<file path="config.mk">
export PLATFORM = sky130hd
export DESIGN_NAME = mmio_arbiter
export DESIGN_NICKNAME = d
export VERILOG_FILES = /design/src/rtl/mmio_arbiter.sv
export SDC_FILE = /design/constraint.sdc
export NUM_CORES = 1
export LEC_CHECK = 0
export CORE_ASPECT_RATIO = 1.2
export CORE_MARGIN = 4
export CORE_UTILIZATION = 35
export CTS_CLUSTER_DIAMETER = 40
export CTS_CLUSTER_SIZE = 20
export DETAILED_ROUTE_END_ITERATION = 10
export PLACE_DENSITY = 0.84
export SKIP_CTS_REPAIR_TIMING = 1
export SLEW_MARGIN = 20
export SYNTH_ARGS = -nofsm -noshare
export SYNTH_HDL_FRONTEND = slang
export SYNTH_SLANG_ARGS = --single-unit
</file>
<file path="constraint.sdc">
create_clock -name clk -period 3.85 [get_ports clk]
set_input_delay 0.5775 -clock clk [delete_from_list [all_inputs] [get_ports clk]]
set_output_delay 0.5775 -clock clk [all_outputs]
set_load 0.03 [all_outputs]
</file>
<file path="src/rtl/mmio_arbiter.sv">
// Round-robin arbiter sharing one MMIO access port between two requesters; all outputs registered.
// Optional bus lock (atomic read-modify-write) is built only when MMIO_ARB_LOCK_EN is defined.
module mmio_arbiter #(
  parameter int RD_LAT = 1
) (
  input  logic        clk,
  input  logic        rst,
  input  logic        req0,
  input  logic        req1,
  input  logic        we0,
  input  logic        we1,
  input  logic [2:0]  access0,
  input  logic [2:0]  access1,
  input  logic [31:0] addr0,
  input  logic [31:0] addr1,
  input  logic [31:0] wdata0,
  input  logic [31:0] wdata1,
  input  logic        lock0,
  input  logic        lock1,
  output logic        ack0,
  output logic        ack1,
  output logic [31:0] rdata,
  output logic        mmio_load,
  output logic        mmio_store,
  output logic [2:0]  mmio_access,
  output logic [31:0] mmio_addr,
  output logic [31:0] mmio_wdata,
  input  logic [31:0] mmio_rdata,
  output logic        busy
);

  localparam int CW = (RD_LAT > 1) ? $clog2(RD_LAT) : 1;
  localparam logic [CW-1:0] WAIT_LOAD = (RD_LAT > 1) ? CW'(RD_LAT - 1) : '0;

  // IDLE: arbitrate | ISSUE: single load/store pulse | WAIT: read latency | RESP: ack
  typedef enum logic [1:0] {IDLE, ISSUE, WAIT, RESP} state_t;

  state_t        state, state_nxt;
  logic          last_gnt, last_gnt_nxt;
  logic [CW-1:0] cnt, cnt_nxt;
  logic          ack0_nxt, ack1_nxt, load_nxt, store_nxt, busy_nxt;
  logic [2:0]    access_nxt;
  logic [31:0]   addr_nxt, wdata_nxt, rdata_nxt;
  logic          take, win, win_we, lock_hold;

`ifdef MMIO_ARB_LOCK_EN
  logic locked, locked_nxt;

  // A locked owner keeps the port only while it keeps requesting in IDLE.
  assign lock_hold = locked && (last_gnt ? req1 : req0);

  always_comb begin
    locked_nxt = locked;
    if (state == IDLE) locked_nxt = take && (win ? lock1 : lock0);
  end

  always_ff @(posedge clk or negedge rst) begin
    if (!rst) locked <= 1'b0;
    else      locked <= locked_nxt;
  end
`else
  logic unused_lock;
  assign unused_lock = lock0 ^ lock1;
  assign lock_hold   = 1'b0;
`endif

  always_comb begin
    take = req0 | req1;
    if (lock_hold)          win = last_gnt;
    else if (req0 && req1)  win = ~last_gnt;
    else                    win = req1;
    win_we = win ? we1 : we0;
  end

  always_comb begin
    state_nxt    = state;
    last_gnt_nxt = last_gnt;
    cnt_nxt      = cnt;
    access_nxt   = mmio_access;
    addr_nxt     = mmio_addr;
    wdata_nxt    = mmio_wdata;
    rdata_nxt    = rdata;
    load_nxt     = 1'b0;
    store_nxt    = 1'b0;
    case (state)
      IDLE: begin
        if (take) begin
          state_nxt    = ISSUE;
          last_gnt_nxt = win;
          access_nxt   = win ? access1 : access0;
          addr_nxt     = win ? addr1 : addr0;
          wdata_nxt    = win ? wdata1 : wdata0;
          load_nxt     = !win_we;
          store_nxt    = win_we;
        end
      end
      ISSUE: begin
        if (mmio_store) begin
          state_nxt = RESP;
          rdata_nxt = '0;
        end else if (RD_LAT == 0) begin
          state_nxt = RESP;
          rdata_nxt = mmio_rdata;
        end else begin
          state_nxt = WAIT;
          cnt_nxt   = WAIT_LOAD;
        end
      end
      WAIT: begin
        if (cnt == '0) begin
          state_nxt = RESP;
          rdata_nxt = mmio_rdata;
        end else begin
          cnt_nxt = cnt - CW'(1);
        end
      end
      RESP:    state_nxt = IDLE;
      default: state_nxt = IDLE;
    endcase
    ack0_nxt = (state_nxt == RESP) && !last_gnt_nxt;
    ack1_nxt = (state_nxt == RESP) && last_gnt_nxt;
    busy_nxt = (state_nxt != IDLE);
  end

  always_ff @(posedge clk or negedge rst) begin
    if (!rst) begin
      state       <= IDLE;
      last_gnt    <= 1'b1;
      cnt         <= '0;
      ack0        <= 1'b0;
      ack1        <= 1'b0;
      mmio_load   <= 1'b0;
      mmio_store  <= 1'b0;
      busy        <= 1'b0;
      rdata       <= '0;
      mmio_access <= '0;
      mmio_addr   <= '0;
      mmio_wdata  <= '0;
    end else begin
      state       <= state_nxt;
      last_gnt    <= last_gnt_nxt;
      cnt         <= cnt_nxt;
      ack0        <= ack0_nxt;
      ack1        <= ack1_nxt;
      mmio_load   <= load_nxt;
      mmio_store  <= store_nxt;
      busy        <= busy_nxt;
      rdata       <= rdata_nxt;
      mmio_access <= access_nxt;
      mmio_addr   <= addr_nxt;
      mmio_wdata  <= wdata_nxt;
    end
  end

endmodule
</file>
======== After elaboration in Yosys (flattened, before gate mapping) ========
Index checks and enable logic that the tools add are counted.
storage, ports and cells
  register bits after elaboration ......... 108
  input bits .............................. 174
  output and inout port bits .............. 104
  logic and storage cells ................. 54
cells by class
  $add $sub $neg .......................... 1
  eq/ne operators ......................... 7
  mux-type cells .......................... 21
  bitwise logic cells ..................... 2
  reductions and logical operators ........ 11
operator list
  cell                                                              number
  32-bit 2-to-1 mux                                                 4
  32-bit case mux with 2 select lines                               1
  1-bit 2-to-1 mux                                                  11
  2-bit case mux with 4 select lines                                1
  2-bit == test (second input constant)                             3
  2-bit != test (second input constant)                             3
  2-bit 2-to-1 mux                                                  2
  2-bit AND reduction                                               2
  2-bit nonzero test                                                2
  1-bit logical AND                                                 3
  3-bit 2-to-1 mux                                                  1
  3-bit AND reduction                                               1
  2-bit by 1-bit == test with 1-bit output (second input constant)  1
  1-bit zero test                                                   2
  2-bit zero test                                                   1
  1-bit case mux with 2 select lines                                1
  1-bit inverter                                                    1
  1-bit bitwise OR                                                  1
  1-bit subtractor (second input constant)                          1

======== Longest topological paths before layout ========
  depth in word-level cells ............... 6
  mapped depth ............................ 7
  depth with buffers taken out ............ 5

======== Least setup slack after synthesis ========
OpenSTA, ideal clock, no wires.
  kind .................................... flip-flop to flip-flop
  start ................................... reg state[1]
  end ..................................... reg rdata[0]
  library setup time ...................... 66 ps
  data arrival time ....................... 1,396 ps
  data required time ...................... 3,784 ps
  path slack .............................. 2,388 ps
  cell stages (with the launch flop) ...... 6
  buffers on the path ..................... 1
  period minus slack after synthesis ...... 1,462 ps
  cell sequence ........................... dfrtp_1 -> inv_1 -> ha_1 -> mux2i_1 -> clkbuf_1 -> a22o_1
between the ends
  longest elaborated chain between the ends .. 3
  elaborated cells between the ends (all ways) .. 7
  classes of those cells .................. eq/ne (4); mux (1); reduce/logical (2)
ends and longest elaborated chain
  item                                                                       line  source
  start, declared                                                            38    state_t state, state_nxt;
  start signal, assigned                                                     140   state <= state_nxt;
  2-bit == test or 2-bit by 1-bit == test with 1-bit output (tied branches)  85    case (state)
  2-bit != test (no line) or 2-bit nonzero test (tied branches)              --
  3-bit AND reduction (no line)                                              --
  end signal, assigned                                                       148   rdata <= rdata_nxt;
  end, declared                                                              22    output logic [31:0] rdata,
Parallel ways exist; a longest one is shown, timed or not.
A chain may end at the register's enable or synchronous reset.

======== Final worst setup path ========
  start ................................... in req0
  end ..................................... reg mmio_wdata[20]
between the ends
  longest elaborated chain between the ends .. 3
  elaborated cells between the ends (all ways) .. 5
  classes of those cells .................. mux (2); bitwise (1); reduce/logical (2)
ends and longest elaborated chain
  item                  line  source
  start, declared       8     input logic req0,
  1-bit logical AND     70    else if (req0 && req1) win = ~last_gnt;
  1-bit 2-to-1 mux      70
  32-bit 2-to-1 mux     92    wdata_nxt = win ? wdata1 : wdata0;
  end signal, assigned  151   mmio_wdata <= wdata_nxt;
  end, declared         27    output logic [31:0] mmio_wdata,
Parallel ways exist; a longest one is shown, timed or not.

==> flow_summary_export.csv <==
group,metric,value,unit
critical_path,path_class,"in -> reg",
global_routing,track_usage,20.1,%
critical_path,crit_family,"buffers and inverters",
layout,area_growth,70.1,%
global_routing,antenna_found_initial,1,
clock_tree,clockBufferDepth,2,
synth,ys_seq_area_share,59.3,%
timing,setup_viol,0,
global_routing,grt_pass1_vias,4513,
global_routing,grt_start_max_net_pins,72,
drt,vias,4501,
drt,drtIter0Drc,272,
layout,regArea,0.00268,mm²
floorplan,die_w,112,µm
timing,drv_slew,0,
drt,totalWireLength,15.4,mm
clock_tree,cts_root_buffer,"clkbuf_16",
floorplan,io_pins,278,
synth,syn_avg_cell_area,9.71,µm²
floorplan,die_h,132,µm
timing,relSlewSlack,38.3,%
layout,final_cells,896,
critical_path,critPathSlowestCell,"clkdlybuf4s50_1",
drt,routedWlPerCell,17.1,µm
synth,synth_nets,642,
clock_tree,clk_pin_slew,0.08,ns
synth,synth.area.top_cells,"dfrtp_1, a21oi_1, a22o_1, nor2_1, nand2_1",
global_routing,grt_overflow,0,
critical_path,required,4.09,ns
synth,yosysUniqueCellTypes,24,
place,dp.cells,880,
clock_tree,cts_sinks,107,
critical_path,path_cells,"clkdlybuf4s50_1, o21a_2, buf_4, nor2_1, a21oi_1",
synth,synth_warnings,0,
run_status,status,"completed",
floorplan,row_count,45,
layout,final_core_util,60.6,%
clock_tree,insertion_delay,0.34,ns
layout,multi_input_area,0.00164,mm²
place,gp_congestion,0.840,
clock_tree,cts_tree,"yes",
drt,ant_nets,0,
critical_path,cp-startpoint,"req0",
power,seqPwrFrac,29.6,%
layout,final_nets,904,
timing,tightest_slew,0.926,ns
power,power_switching,2.94,mW
power,vdd_drop_max,0.435,mV
layout,drive_gt1_share,4.78,%
min_path,hold_path_class,"in -> async",
power,p_int,3.81,mW
critical_path,critPathLaunchType,"primary input",
power,pwr-share-clk,13.9,%
floorplan,core_region_area,0.0127,mm²
synth,synth_cells,465,
drt,first_pass_iters,8,
timing,skew,0.0104,ns
critical_path,timing.rr.start,"state[0]",
place,io_buffers,275,
clock_tree,numCtsBuffers,9,
timing,fin_crit_sh,57.2,%
power,power_density,879,mW/mm²
critical_path,path_buf_inv,2,
floorplan,dieArea,0.0148,mm²
timing,rsz0062_at_grt,"no",
power,p_sw_share,43.6,%
timing,fin_setup_tns,0,ns
drt,routed_via_density,5.02,
critical_path,arrival,2.44,ns
global_routing,grt_first_pass_wirelength,23.8,mm
run,maxCapViolCount,0,
layout,nFillCells,1054,
timing,period_minus_slack,2.20,ns
critical_path,cpPeakStageDelay,0.66,ns
timing,hold_viol,0,
timing,fmax,454,MHz
synth,netlist_area,0.00452,mm²
critical_path,cp-end-kind,"register",
critical_path,worstPathMaxFanout,29,
place,dp_hpwl,11.4,mm
power,power_frac_comb,56.5,%
synth,yosysTopAreaCellShare,58.7,%
drt,drc,0,
layout,n_antenna_cell,0,
synth,ys_ff_latch,107,
floorplan,start_util,35.7,%
power,leakage,3.27,nW
clock_tree,cts.htree.levels,3,
synth,synth_area_leader_cell,"dfrtp_1",
[power groups by stage]
| stage | Clock (mW) | Sequential, mW | Combinational [mW] |
|---|---|---|---|
| 2_1_floorplan | 0 | 3.04 | 1.17 |
| 4_1_cts | 0.966 | 2.00 | 3.86 |
| 5_1_grt | 1.02 | 2.07 | 4.07 |
| 3_5_place_dp | 0 | 2.02 | 3.84 |
| 6_report | 0.938 | 2.00 | 3.82 |
| 3_3_place_gp | 0 | 1.98 | 3.78 |
[layer usage]
layer  wire length (µm)  up-vias  track usage (%)
li1                   -     2110                -
met1               5630     2144             21.8
met2               7940      213             35.9
met3               1370       32             6.72
met4                414        2             7.84
met5                 13        -                0
[Yosys cell counts]
cell      instances
a211oi_1          1
a21bo_2           1
a21boi_1          1
a21boi_2          1
a21oi_1         135
a22o_1           32
a31oi_1           2
and2_1            1
and3_1            1
and3b_1           1
buf_2            15
buf_4             4
buf_6             6
clkbuf_1         10
dfrtp_1         106
dfstp_2           1
ha_1              3
inv_1             3
mux2i_1           2
nand2_1          67
nor2_1           69
o21a_1            1
o21ai_2           1
or2_2             1
[per-stage QoR]
stage | hold WS, ns | cell area [µm²] | power (mW) | worst slack (ns)
3_5_place_dp | 0.492 | 7380 | 5.86 | 1.28
4_1_cts | 0.397 | 7680 | 6.83 | 1.65
2_1_floorplan | 0.282 | 4520 | 4.21 | 2.39
5_1_grt | 0.446 | 7680 | 7.16 | 1.51
6_report | 0.359 | 7680 | 6.75 | 1.65
3_3_place_gp | 0.487 | 7380 | 5.76 | 1.34
[state kept, by name, indices dropped and copies added, names as in the netlist]
name and cells:
busy 1, mmio_load 1, ack0 1, mmio_store 1, last_gnt 1, mmio_access 3, ack1 1, state 2
mmio_addr 32, rdata 32, mmio_wdata 32
[area by class of cell]
class	instances	share of cell area, %
clock buffers	10	2.98
repair buffers	286	37.0
clock inverters	6	0.928
well taps	164	2.67
multi-input cells	320	21.4
inverters	3	0.147
flip-flops and latches	107	34.9
[cells by family after synthesis]
kind of cell / count (synthesis) / share of synthesized area, %
DFF: 107 / 59.3
adders and majority gates: 3 / 0.831
buffers and inverters: 38 / 4.90
muxes: 2 / 0.443
AOI/OAI and AO/OA: 175 / 22.6
and+or+nand+nor: 140 / 11.9
[final timing paths]
path | to | slack [ns] | depth (start not counted)
max reg2reg | mmio_wdata[20] | 1.75 | 6
min reg2reg | rdata[13] | 0.51 | 1
max | mmio_wdata[20] | 1.65 | 5
min | rdata[18] | 0.36 | 1
max in group asynchronous | mmio_wdata[5] | 2.62 | 2
min in group clk | rdata[13] | 0.51 | 1
[cell usage in the layout (no fill, tap or decap), types with 3 or more instances in the layout]
master,n
a21oi_1,135
a22o_1,32
buf_4,11
clkbuf_16,9
clkdlybuf4s50_1,274
dfrtp_1,106
ha_1,3
inv_1,3
inv_6,3
nand2_1,67
nor2_1,69
Note: power is estimated with default switching activity, not from simulation.
